File: config.mk
export PLATFORM = sky130hd
export DESIGN_NAME = servopwm_rx
export DESIGN_NICKNAME = d
export VERILOG_FILES = /design/src/rtl/servopwm_pkg.sv /design/src/rtl/servopwm_tick.sv /design/src/rtl/servopwm_rx.sv
export SDC_FILE = /design/constraint.sdc
export NUM_CORES = 1
export LEC_CHECK = 0
export ABC_AREA = 0
export CORE_MARGIN = 4
export CORE_UTILIZATION = 25
export CTS_BUF_LIST = sky130_fd_sc_hd__clkbuf_2 sky130_fd_sc_hd__clkbuf_4 sky130_fd_sc_hd__clkbuf_8
export DETAILED_ROUTE_END_ITERATION = 8
export GPL_TIMING_DRIVEN = 0
export SYNTH_ARGS = -nofsm -noshare
export SYNTH_HDL_FRONTEND = slang
export SYNTH_HIERARCHICAL = 1
export SYNTH_SLANG_ARGS = --single-unit
File: constraint.sdc
create_clock -name clk -period 2.6 [get_ports clk]
set_input_delay 0.52 -clock clk [delete_from_list [all_inputs] [get_ports clk]]
set_output_delay 0.52 -clock clk [all_outputs]
set_load 0.1 [all_outputs]
File: src/rtl/servopwm_pkg.sv
// servopwm_pkg: constants, FSM state type and angle clamp helper shared by
// the servo PWM generator and the servopwm_rx decoder.
//   M          - clock cycles per tick (12 MHz clock -> 7.83 us tick)
//   OFFSET     - high-time ticks that encode angle 0
//   MAX_ANGLE  - largest angle that can be encoded or decoded
//   TICK_PERIOD_NS - nominal tick period, for reference
package servopwm_pkg;

  localparam int unsigned M              = 94;
  localparam int unsigned OFFSET         = 46;
  localparam int unsigned MAX_ANGLE      = 180;
  localparam int unsigned TICK_PERIOD_NS = 7833;

  typedef enum logic [1:0] {
    WAIT_LOW,
    WAIT_RISE,
    MEASURE,
    EMIT
  } state_t;

  // Clamp a signed difference into 0..max_angle.
  function automatic logic [7:0] clamp_angle(input logic signed [9:0] diff,
                                             input logic [7:0]        max_angle);
    if (diff < 0)
      return '0;
    else if (diff > $signed({2'b00, max_angle}))
      return max_angle;
    else
      return diff[7:0];
  endfunction

endpackage

File: src/rtl/servopwm_tick.sv
// servopwm_tick: free-running mod-M divider producing a one-cycle tick every
// M clocks; the first tick appears M clocks after reset release.
//   clk   - system clock
//   rst_n - asynchronous active-low reset
//   tick  - one-cycle strobe every M clocks
module servopwm_tick #(
  parameter int unsigned M = servopwm_pkg::M
) (
  input  logic clk,
  input  logic rst_n,
  output logic tick
);

  localparam int unsigned CW = (M > 1) ? $clog2(M) : 1;
  localparam logic [CW-1:0] LAST = CW'(M - 1);

  logic [CW-1:0] cnt;

  always_ff @(posedge clk or negedge rst_n) begin
    if (!rst_n)
      cnt <= '0;
    else if (cnt == LAST)
      cnt <= '0;
    else
      cnt <= cnt + CW'(1);
  end

  assign tick = (cnt == LAST);

endmodule

File: src/rtl/servopwm_rx.sv
// servopwm_rx: servo PWM decoder. Measures the high time of pwm_in in ticks,
// validates it and converts it to an 8-bit angle command.
//   clk    - system clock (12 MHz)
//   rst_n  - asynchronous active-low reset
//   pwm_in - PWM line, asynchronous to clk
//   angle  - last accepted angle (resets to HOME_POS)
//   valid  - one-cycle strobe when angle updates
//   err    - one-cycle strobe when a pulse is rejected
//   lost   - no accepted pulse within TIMEOUT ticks (resets to 1)
// Build option: define SERVOPWM_RX_DEGLITCH_EN to insert a 3-sample majority
// filter after the synchronizer (adds 2 clocks of latency).
module servopwm_rx #(
  parameter int unsigned M         = servopwm_pkg::M,
  parameter int unsigned OFFSET    = servopwm_pkg::OFFSET,
  parameter int unsigned MAX_ANGLE = servopwm_pkg::MAX_ANGLE,
  parameter int unsigned MIN_WIDTH = 30,
  parameter int unsigned MAX_WIDTH = 400,
  parameter int unsigned TIMEOUT   = 4096,
  parameter int unsigned HOME_POS  = 90
) (
  input  logic       clk,
  input  logic       rst_n,
  input  logic       pwm_in,
  output logic [7:0] angle,
  output logic       valid,
  output logic       err,
  output logic       lost
);

  import servopwm_pkg::*;

  localparam int unsigned   TW   = $clog2(TIMEOUT + 1);
  localparam logic [TW-1:0] TO   = TW'(TIMEOUT);
  localparam logic [8:0]    MINW = 9'(MIN_WIDTH);
  localparam logic [8:0]    MAXW = 9'(MAX_WIDTH);

  logic tick;

  servopwm_tick #(.M(M)) u_tick (
    .clk  (clk),
    .rst_n(rst_n),
    .tick (tick)
  );

  // Input conditioning. The chain resets to 1 so that WAIT_LOW only leaves
  // after a genuinely observed low level, never on reset-state zeros.
  logic sync1, sync2, lvl, lvl_d;

  always_ff @(posedge clk or negedge rst_n) begin
    if (!rst_n) begin
      sync1 <= 1'b1;
      sync2 <= 1'b1;
    end else begin
      sync1 <= pwm_in;
      sync2 <= sync1;
    end
  end

`ifdef SERVOPWM_RX_DEGLITCH_EN
  logic [1:0] hist;
  logic       filt;

  always_ff @(posedge clk or negedge rst_n) begin
    if (!rst_n) begin
      hist <= '1;
      filt <= 1'b1;
    end else begin
      hist <= {hist[0], sync2};
      filt <= (sync2 & hist[0]) | (sync2 & hist[1]) | (hist[0] & hist[1]);
    end
  end

  assign lvl = filt;
`else
  assign lvl = sync2;
`endif

  always_ff @(posedge clk or negedge rst_n) begin
    if (!rst_n)
      lvl_d <= 1'b1;
    else
      lvl_d <= lvl;
  end

  logic rise, fall;
  assign rise = lvl & ~lvl_d;
  assign fall = ~lvl & lvl_d;

  // Measurement FSM
  state_t     state_q, state_d;
  logic [8:0] width_q, width_d;
  logic       accept, reject;

  always_ff @(posedge clk or negedge rst_n) begin
    if (!rst_n) begin
      state_q <= WAIT_LOW;
      width_q <= '0;
    end else begin
      state_q <= state_d;
      width_q <= width_d;
    end
  end

  always_comb begin
    state_d = state_q;
    width_d = width_q;
    accept  = 1'b0;
    reject  = 1'b0;
    case (state_q)
      WAIT_LOW: begin
        if (!lvl) state_d = WAIT_RISE;
      end
      WAIT_RISE: begin
        if (rise) begin
          width_d = '0;
          state_d = MEASURE;
        end
      end
      MEASURE: begin
        if (width_q >= MAXW) begin
          reject  = 1'b1;
          state_d = WAIT_LOW;
        end else if (fall) begin
          state_d = EMIT;
        end else if (tick && lvl && (width_q != '1)) begin
          width_d = width_q + 9'd1;
        end
      end
      EMIT: begin
        state_d = WAIT_RISE;
        if (width_q < MINW) reject = 1'b1;
        else                accept = 1'b1;
      end
      default: state_d = WAIT_LOW;
    endcase
  end

  logic signed [9:0] diff;
  assign diff = $signed({1'b0, width_q}) - $signed(10'(OFFSET));

  // Outputs and loss-of-signal timer
  logic [TW-1:0] tcnt;

  always_ff @(posedge clk or negedge rst_n) begin
    if (!rst_n) begin
      angle <= 8'(HOME_POS);
      valid <= 1'b0;
      err   <= 1'b0;
      lost  <= 1'b1;
      tcnt  <= '0;
    end else begin
      valid <= accept;
      err   <= reject;
      if (accept)
        angle <= clamp_angle(diff, 8'(MAX_ANGLE));

      if (accept)
        tcnt <= '0;
      else if (tick && (tcnt != TO))
        tcnt <= tcnt + TW'(1);

      if (accept)
        lost <= 1'b0;
      else if (tcnt == TO)
        lost <= 1'b1;
    end
  end

endmodule

==> impl_metrics.env, run 1 <==
export IMPL_gr_usage_all_layers=0.0858
export IMPL_grt_pass1_vias=1708
export IMPL_ys_seq_area_frac=0.465
export IMPL_die_area_sq_um=11400
export IMPL_grt_overflow=0
export IMPL_place_congestion=0.775
export IMPL_slew_violations=0
export IMPL_crit_path_max_fanout=2
export IMPL_crit_buf_inv=1
export IMPL_fin_setup_tns_ps=0
export IMPL_slew_headroom=0.349
export IMPL_power_switching_mw=0.481
export IMPL_wl_per_cell_um=11.7
export IMPL_dp_slack_ps=410
export IMPL_area_delta_synth_final_pct=16.3
export IMPL_stdcell_count=394
export IMPL_die_w_um=107
export IMPL_clock_sinks=45
export IMPL_hold_viol=0
export IMPL_vias=1795
export IMPL_fillers=979
export IMPL_syn_area_sq_um=2440
export IMPL_cp_cell_sequence="clkdlybuf4s50_1"
export IMPL_crit_required_ps=2080
export IMPL_tightest_slew_ps=973
export IMPL_power_density_nw_per_um2=535
export IMPL_drt_iter0_markers=39
export IMPL_synth_warnings=6
export IMPL_cts_tree="yes"
export IMPL_critPathLaunchType="flop"
export IMPL_synth_cells=243
export IMPL_initial_core_util=0.261
export IMPL_yosysTopAreaCellShare=0.379
export IMPL_drv_cap=0
export IMPL_reg2reg_from="width_q[1]"
export IMPL_wl_um=4620
export IMPL_cts_root_buf="clkbuf_8"
export IMPL_ant_nets=0
export IMPL_crit_arrival_ps=1980
export IMPL_crit_slowest_cell="clkdlybuf4s50_1"
export IMPL_drc=0
export IMPL_period_share=0.963
export IMPL_synth_commonest_cells="dfrtp_1, nor2_1, nand2_1"
export IMPL_combPwrFrac=0.212
export IMPL_r2r_end="width_q[2]"
export IMPL_cts_hold_buffers=0
export IMPL_synth_area_leaders="dfrtp_1, dfstp_2, ha_1"
export IMPL_p_sw_frac=0.316
export IMPL_die_h_um=107
export IMPL_port_buffers=13
export IMPL_rows=35
export IMPL_clockPowerShare=0.290
export IMPL_critPathTopFamily="buffers and inverters"
export IMPL_core_area_sq_um=9370
export IMPL_finish_instance_area_sq_um=2840
export IMPL_finClkSkew_ps=11.8
export IMPL_yosysTopAreaCell="dfrtp_1"
export IMPL_setup_viol=0
export IMPL_hp_class="in2async"
export IMPL_grt_max_degree=29
export IMPL_synth_edf_count=0
export IMPL_yosys_cell_count_top_type="dfrtp_1"
export IMPL_drive_above_1_share=0.121
export IMPL_synthArstFlopShare=1.00
export IMPL_synth_avg_cell_area_sq_um=10.1
export IMPL_placed_cell_area_sq_um=2750
export IMPL_ios=14
export IMPL_p_seq_frac=0.498
export IMPL_post_cts_buffers=0
export IMPL_post_dp_hpwl_um=3410
export IMPL_cts_buffer_depth=2
export IMPL_path_clk_slew_ps=90
export IMPL_min_period_ps=2500
export IMPL_ff2ff_setup_slack_ps=420
export IMPL_grt_setup_unrepaired="false"
export IMPL_power_mw=1.52
export IMPL_htree_levels=2
export IMPL_ys_flop_type="dfrtp_1"
export IMPL_synth_seq_cells=45
export IMPL_dp_cells=386
export IMPL_cts_resized=0
export IMPL_critPathKind="reg2out"
export IMPL_max_freq_mhz=399
export IMPL_leakage_nw=1.25
export IMPL_clock_latency_ps=300
export IMPL_r2r_cells=9
export IMPL_ir_worst_vdd_v=0.000225
export IMPL_routed_via_density=4.56
export IMPL_num_nets_final=280
export IMPL_synth_nets=259
export IMPL_end_kind="primary output"
export IMPL_diodes=0
export IMPL_yosysUniqueCellTypes=54
export IMPL_setup_ws_ps=96.5
export IMPL_cts_made_buffers=5
export IMPL_antenna_found_initial=0
export IMPL_slowest_delay_ps=1130
export IMPL_grt_pass1_wl_um=7980
export IMPL_p_int_mw=1.04
export IMPL_dr_pass1_iters=4
export IMPL_status="finished clean"
[cell type report]
type	count	area [sq um]	area share
well taps	129	161	0.0568
clock inverters	3	22.5	0.00792
flip-flops and latches	45	1140	0.400
multi-input cells	178	1220	0.428
repair buffers	14	145	0.0511
inverters	15	56.3	0.0198
plain buffers	5	36.3	0.0128
clock buffers	5	68.8	0.0242
[cell families after synthesis]
group | count (synthesis) | share of synthesized area
fa+ha+maj | 13 | 0.0665
xor+xnor | 23 | 0.0824
mux | 4 | 0.0179
flops | 45 | 0.465
buf+inv | 20 | 0.0379
compound gates | 40 | 0.124
simple gates | 98 | 0.207
[cells in the final DEF, fill, tap and decap left out, types with 5 or more instances in the layout]
cell	Yosys	layout
clkbuf_8	0	5
clkdlybuf4s50_1	0	12
dfrtp_1	37	37
dfstp_2	8	8
ha_1	13	13
inv_1	14	14
nand2_1	22	22
nand3_1	9	9
nand4_1	8	8
nor2_1	32	32
o21ai_0	14	14
xnor2_1	9	9
xor2_1	14	14
[state kept, by name, indices dropped and copies added (netlist names)]
name / flops
u_tick/cnt: 7
tcnt: 13
valid: 1
angle: 8
sync1: 1
lvl: 1
lvl_d: 1
width_q: 9
state_q: 2
lost: 1
err: 1
[routing by layer]
layer  part of all wire  track usage  up-vias  routed length [um]
met2               0.47        0.138       24                2190
met1               0.48        0.111      874                2230
met4              0.015       0.0356        0                  67
li1                   -            -      892                   -
met3              0.027       0.0199        5                 126
met5                  0            0        -                   0
[worst max path at each step]
stage,to,from,slack [ps],cells after the start
3_5_place_dp,lost,lost,410,1
3_3_place_gp,tcnt[5],rst_n,-220,1
2_1_floorplan,width_q[2],width_q[1],640,9
6_report,lost,lost,100,1
4_1_cts,lost,lost,60,1
5_1_grt,lost,lost,50,1
[per-stage QoR]
step / util / hold WS [ps]
5_1_grt: 0.303 / 167
2_1_floorplan: - / 224
4_1_cts: 0.303 / 148
3_3_place_gp: 0.292 / 346
3_5_place_dp: 0.294 / 348
6_report: 0.303 / 144
[power groups by stage]
stage | Clock [mW] | Combinational, mW | Sequential, mW
3_3_place_gp | 0 | 0.310 | 0.770
5_1_grt | 0.494 | 0.363 | 0.762
6_report | 0.441 | 0.322 | 0.757
4_1_cts | 0.467 | 0.330 | 0.757
2_1_floorplan | 0 | 0.207 | 0.804
3_5_place_dp | 0 | 0.329 | 0.771
Power figures use the tool's default switching activity.
==> run 2: changes to the inputs <==
--- a/config.mk
+++ b/config.mk
@@ -11,6 +11,7 @@
 export CTS_BUF_LIST = sky130_fd_sc_hd__clkbuf_2 sky130_fd_sc_hd__clkbuf_4 sky130_fd_sc_hd__clkbuf_8
 export DETAILED_ROUTE_END_ITERATION = 8
 export GPL_TIMING_DRIVEN = 0
+export PLACE_DENSITY = 0.47
 export SYNTH_ARGS = -nofsm -noshare
 export SYNTH_HDL_FRONTEND = slang
 export SYNTH_HIERARCHICAL = 1
==> run 2 against run 1 <==
  * Cell area grew 0.22%
  * Clock power rose by 7.9%
  * Setup slack improved by 20 ps
  * Cell count is the same
  * Global-route usage is 0.80 points higher
  * Sequential share of layout area is 0.088 points lower
  * Register-to-register slack gained 20 ps
  * Critical path type unchanged
  * Critical endpoint is now angle[1]
  * Largest cell class unchanged
==> impl_metrics.env, run 2 (synthesis results as in run 1) <==
export IMPL_cts_tree="yes"
export IMPL_dp_cells=386
export IMPL_critPathTopFamily="buffers and inverters"
export IMPL_grt_pass1_wl_um=8620
export IMPL_top_regs="tcnt x13, width_q x9, angle x8"
export IMPL_drv_cap=0
export IMPL_multiInputGateArea_sq_um=1220
export IMPL_ios=14
export IMPL_grt_setup_unrepaired="false"
export IMPL_post_cts_buffers=0
export IMPL_drc=0
export IMPL_largest_reg_flops=13
export IMPL_critPathLaunchType="flop"
export IMPL_cp_cell_sequence="clkdlybuf4s50_1"
export IMPL_min_period_ps=2480
export IMPL_tightest_slew_ps=969
export IMPL_num_nets_final=280
export IMPL_path_clk_slew_ps=90
export IMPL_place_congestion=0.736
export IMPL_regMostFlops="tcnt"
export IMPL_stdcell_count=394
export IMPL_power_mw=1.56
export IMPL_clock_sinks=45
export IMPL_htree_levels=2
export IMPL_diodes=0
export IMPL_crit_required_ps=2080
export IMPL_grt_max_degree=30
export IMPL_core_area_sq_um=9370
export IMPL_slew_violations=0
export IMPL_gr_usage_all_layers=0.0938
export IMPL_period_share=0.955
export IMPL_post_dp_hpwl_um=3540
export IMPL_finClkSkew_ps=9.40
export IMPL_area_delta_synth_final_pct=16.5
export IMPL_crit_slowest_cell="clkdlybuf4s50_1"
export IMPL_cts_buffer_depth=2
export IMPL_max_freq_mhz=403
export IMPL_setup_viol=0
export IMPL_fillers=1006
export IMPL_leakage_nw=1.25
export IMPL_die_h_um=107
export IMPL_cts_root_buf="clkbuf_8"
export IMPL_wl_per_cell_um=12.2
export IMPL_antenna_found_initial=0
export IMPL_dp_slack_ps=427
export IMPL_wl_um=4810
export IMPL_layout_common_cells="dfrtp_1, nor2_1, nand2_1"
export IMPL_cts_hold_buffers=0
export IMPL_vias=1754
export IMPL_grt_pass1_vias=1733
export IMPL_rows=35
export IMPL_dr_pass1_iters=4
export IMPL_routed_via_density=4.45
export IMPL_fin_setup_tns_ps=0
export IMPL_die_area_sq_um=11400
export IMPL_clock_latency_ps=300
export IMPL_drive_above_1_share=0.121
export IMPL_cts_made_buffers=5
export IMPL_crit_buf_inv=1
export IMPL_ant_nets=0
export IMPL_initial_core_util=0.261
export IMPL_end_kind="primary output"
export IMPL_die_w_um=107
export IMPL_crit_arrival_ps=1960
export IMPL_layout_commonest_cell="dfrtp_1"
export IMPL_setup_ws_ps=116
export IMPL_status="finished clean"
export IMPL_hold_viol=0
export IMPL_hp_class="in2async"
export IMPL_slew_headroom=0.352
export IMPL_drt_iter0_markers=78
export IMPL_crit_path_max_fanout=2
export IMPL_cts_resized=0
export IMPL_ir_worst_vdd_v=0.000217
export IMPL_slowest_delay_ps=1130
export IMPL_critPathKind="reg2out"
export IMPL_power_density_nw_per_um2=546
export IMPL_ff_latch_area_sq_um=1140
export IMPL_port_buffers=13
export IMPL_grt_overflow=0
==> run 2: area by class of cell <==
class                      count  area share
inverter                      15      0.0198
tap                          129      0.0567
buffer                         5      0.0127
sequential                    45       0.399
timing repair buffer          14      0.0509
clock buffer                   8      0.0343
multi-input combinational    178       0.427
==> run 2: final timing paths <==
kind                         endpoint  slack, ps  startpoint  depth (start not counted)
max reg2reg                width_q[3]        440  width_q[1]                          8
max                          angle[1]        120    angle[1]                          1
min                           tcnt[5]        150       rst_n                          1
min in group clk                  lvl        360       sync1                          0
min reg2reg                       lvl        360       sync1                          0
max in group asynchronous       lvl_d       1870       rst_n                          2
==> run 2: metrics by stage <==
| stage | util | cell area, sq um | hold slack (ps) |
|---|---|---|---|
| floorplan | - | 2440 | 224 |
| global placement | 0.292 | 2740 | 347 |
| detailed placement | 0.294 | 2750 | 347 |
| CTS | 0.304 | 2850 | 159 |
| global route | 0.304 | 2850 | 170 |
| finish | 0.304 | 2850 | 154 |
==> run 2: routing by layer <==
layer | global-route usage | wire length (um) | vias up
met4 | 0.0274 | 36 | 0
met3 | 0.0199 | 114 | 4
met5 | 0 | 0 | -
met1 | 0.129 | 2380 | 843
li1 | - | - | 885
met2 | 0.148 | 2280 | 22
==> run 2: power by group <==
group	internal, mW	leakage (nW)	switching [mW]
logic	0.117	0.621	0.202
registers	0.731	0.581	0.0286
clock network	0.238	0.0523	0.238
==> run 3: changes to the inputs <==
--- a/config.mk
+++ b/config.mk
@@ -10,7 +10,6 @@
 export CORE_UTILIZATION = 25
 export CTS_BUF_LIST = sky130_fd_sc_hd__clkbuf_2 sky130_fd_sc_hd__clkbuf_4 sky130_fd_sc_hd__clkbuf_8
 export DETAILED_ROUTE_END_ITERATION = 8
-export GPL_TIMING_DRIVEN = 0
 export PLACE_DENSITY = 0.47
 export SYNTH_ARGS = -nofsm -noshare
 export SYNTH_HDL_FRONTEND = slang
==> constraint.sdc (replaced) <==
create_clock -name clk -period 2.6 [get_ports clk]
set_input_delay 0.78 -clock clk [delete_from_list [all_inputs] [get_ports clk]]
set_output_delay 0.78 -clock clk [all_outputs]
set_load 0.1 [all_outputs]
==> run 3 against run 2 <==
  * Clock power is 9.2% lower
  * Global-route usage shrank 0.24 points
  * Power is 3.2% lower
  * Sequential share of layout area increased by 1.0 points
  * Critical path depth rose by 8
  * Cell area down 2.5%
  * Sequential power is essentially flat
  * Setup slack better by 350 ps
  * Critical endpoint is now width_q[2]
  * Largest power group unchanged
  * Highest routed layer unchanged
==> impl_metrics.env, run 3 (synthesis results as in run 1) <==
export IMPL_setup_viol=0
export IMPL_ff_latch_area_sq_um=1140
export IMPL_port_buffers=13
export IMPL_drt_iter0_markers=38
export IMPL_antenna_found_initial=0
export IMPL_crit_path_max_fanout=10
export IMPL_critPathLaunchType="flop"
export IMPL_cts_resized=0
export IMPL_cts_hold_buffers=0
export IMPL_largest_reg_flops=13
export IMPL_die_h_um=107
export IMPL_crit_arrival_ps=2310
export IMPL_tightest_slew_ps=615
export IMPL_place_congestion=0.761
export IMPL_status="finished clean"
export IMPL_regMostFlops="tcnt"
export IMPL_htree_levels=2
export IMPL_cp_cell_sequence="ha_1 -> nand3_1 -> nor2_1 -> and3_1 -> ha_1 -> o31ai_4 -> nand2_2 -> o21ai_0 -> o31ai_1"
export IMPL_wl_um=4820
export IMPL_end_kind="flop"
export IMPL_grt_max_degree=24
export IMPL_die_area_sq_um=11400
export IMPL_ir_worst_vdd_v=0.000214
export IMPL_slew_violations=0
export IMPL_diodes=0
export IMPL_grt_setup_unrepaired="false"
export IMPL_power_density_nw_per_um2=542
export IMPL_crit_buf_inv=0
export IMPL_dr_pass1_iters=4
export IMPL_multiInputGateArea_sq_um=1220
export IMPL_ios=14
export IMPL_crit_slowest_cell="dfrtp_1"
export IMPL_hold_viol=0
export IMPL_stdcell_count=391
export IMPL_post_dp_hpwl_um=3460
export IMPL_clock_sinks=45
export IMPL_cts_tree="yes"
export IMPL_critPathTopFamily="compound AO/OA/AOI/OAI gates"
export IMPL_core_area_sq_um=9370
export IMPL_leakage_nw=1.25
export IMPL_cts_buffer_depth=2
export IMPL_slew_headroom=0.584
export IMPL_grt_overflow=0
export IMPL_drv_cap=0
export IMPL_period_share=0.819
export IMPL_vias=1734
export IMPL_max_freq_mhz=469
export IMPL_drc=0
export IMPL_post_cts_buffers=0
export IMPL_area_delta_synth_final_pct=13.6
export IMPL_ant_nets=0
export IMPL_crit_path_frequent_cell="ha_1"
export IMPL_cts_root_buf="clkbuf_8"
export IMPL_wl_per_cell_um=12.3
export IMPL_fin_util=0.296
export IMPL_cts_made_buffers=5
export IMPL_finish_instance_area_sq_um=2780
export IMPL_routed_via_density=4.43
export IMPL_drive_above_1_share=0.156
export IMPL_grt_pass1_wl_um=8470
export IMPL_crit_required_ps=2780
export IMPL_fin_setup_tns_ps=0
export IMPL_num_nets_final=277
export IMPL_slowest_delay_ps=450
export IMPL_initial_core_util=0.261
export IMPL_hp_class="reg2reg"
export IMPL_gr_usage_all_layers=0.0914
export IMPL_placed_cell_area_sq_um=2690
export IMPL_top_regs="tcnt x13, width_q x9, angle x8"
export IMPL_min_period_ps=2130
export IMPL_rows=35
export IMPL_clock_latency_ps=300
export IMPL_layout_common_cells="dfrtp_1, nor2_1, nand2_1"
export IMPL_path_clk_slew_ps=80
export IMPL_finClkSkew_ps=5.02
export IMPL_die_w_um=107
export IMPL_dp_cells=383
export IMPL_critPathKind="reg2reg"
export IMPL_fillers=1027
export IMPL_layout_commonest_cell="dfrtp_1"
export IMPL_grt_pass1_vias=1751
==> run 3: stage by stage <==
stage	worst slack, ps	power [mW]	hold WS, ps
after floorplan	643	1.01	345
after global placement	515	1.09	347
after detailed placement	475	1.09	347
after CTS	450	1.54	360
after global routing	303	1.61	368
final	470	1.51	358
==> run 3: where the power goes <==
group	switching, mW	internal [mW]
clock network	0.235	0.197
logic	0.202	0.114
registers	0.0266	0.731
==> run 3: area by class of cell <==
type,count,area share
clock buffers,6,0.0275
clock inverters,2,0.00361
inverters,15,0.0203
multi-input cells,178,0.438
flip-flops and latches,45,0.409
well taps,129,0.0581
repair buffers,16,0.0433
==> run 3: final timing paths <==
| check | start | end | slack, ps | cells after the start |
|---|---|---|---|---|
| worst max-delay path | width_q[1] | width_q[2] | 470 | 9 |
| worst min-delay path | sync1 | lvl | 360 | 0 |
| worst max register to register | width_q[1] | width_q[2] | 470 | 9 |
| worst min register to register | sync1 | lvl | 360 | 0 |
| max in group asynchronous | rst_n | angle[4] | 1480 | 2 |
| min in group asynchronous | rst_n | tcnt[2] | 460 | 1 |
==> run 3: layer usage <==
layer / routed length (um) / GRT usage / up-vias
met4: 71 / 0.0301 / 0
met1: 2420 / 0.123 / 822
li1: - / - / 883
met3: 124 / 0.0205 / 8
met5: 0 / 0 / -
met2: 2200 / 0.145 / 21
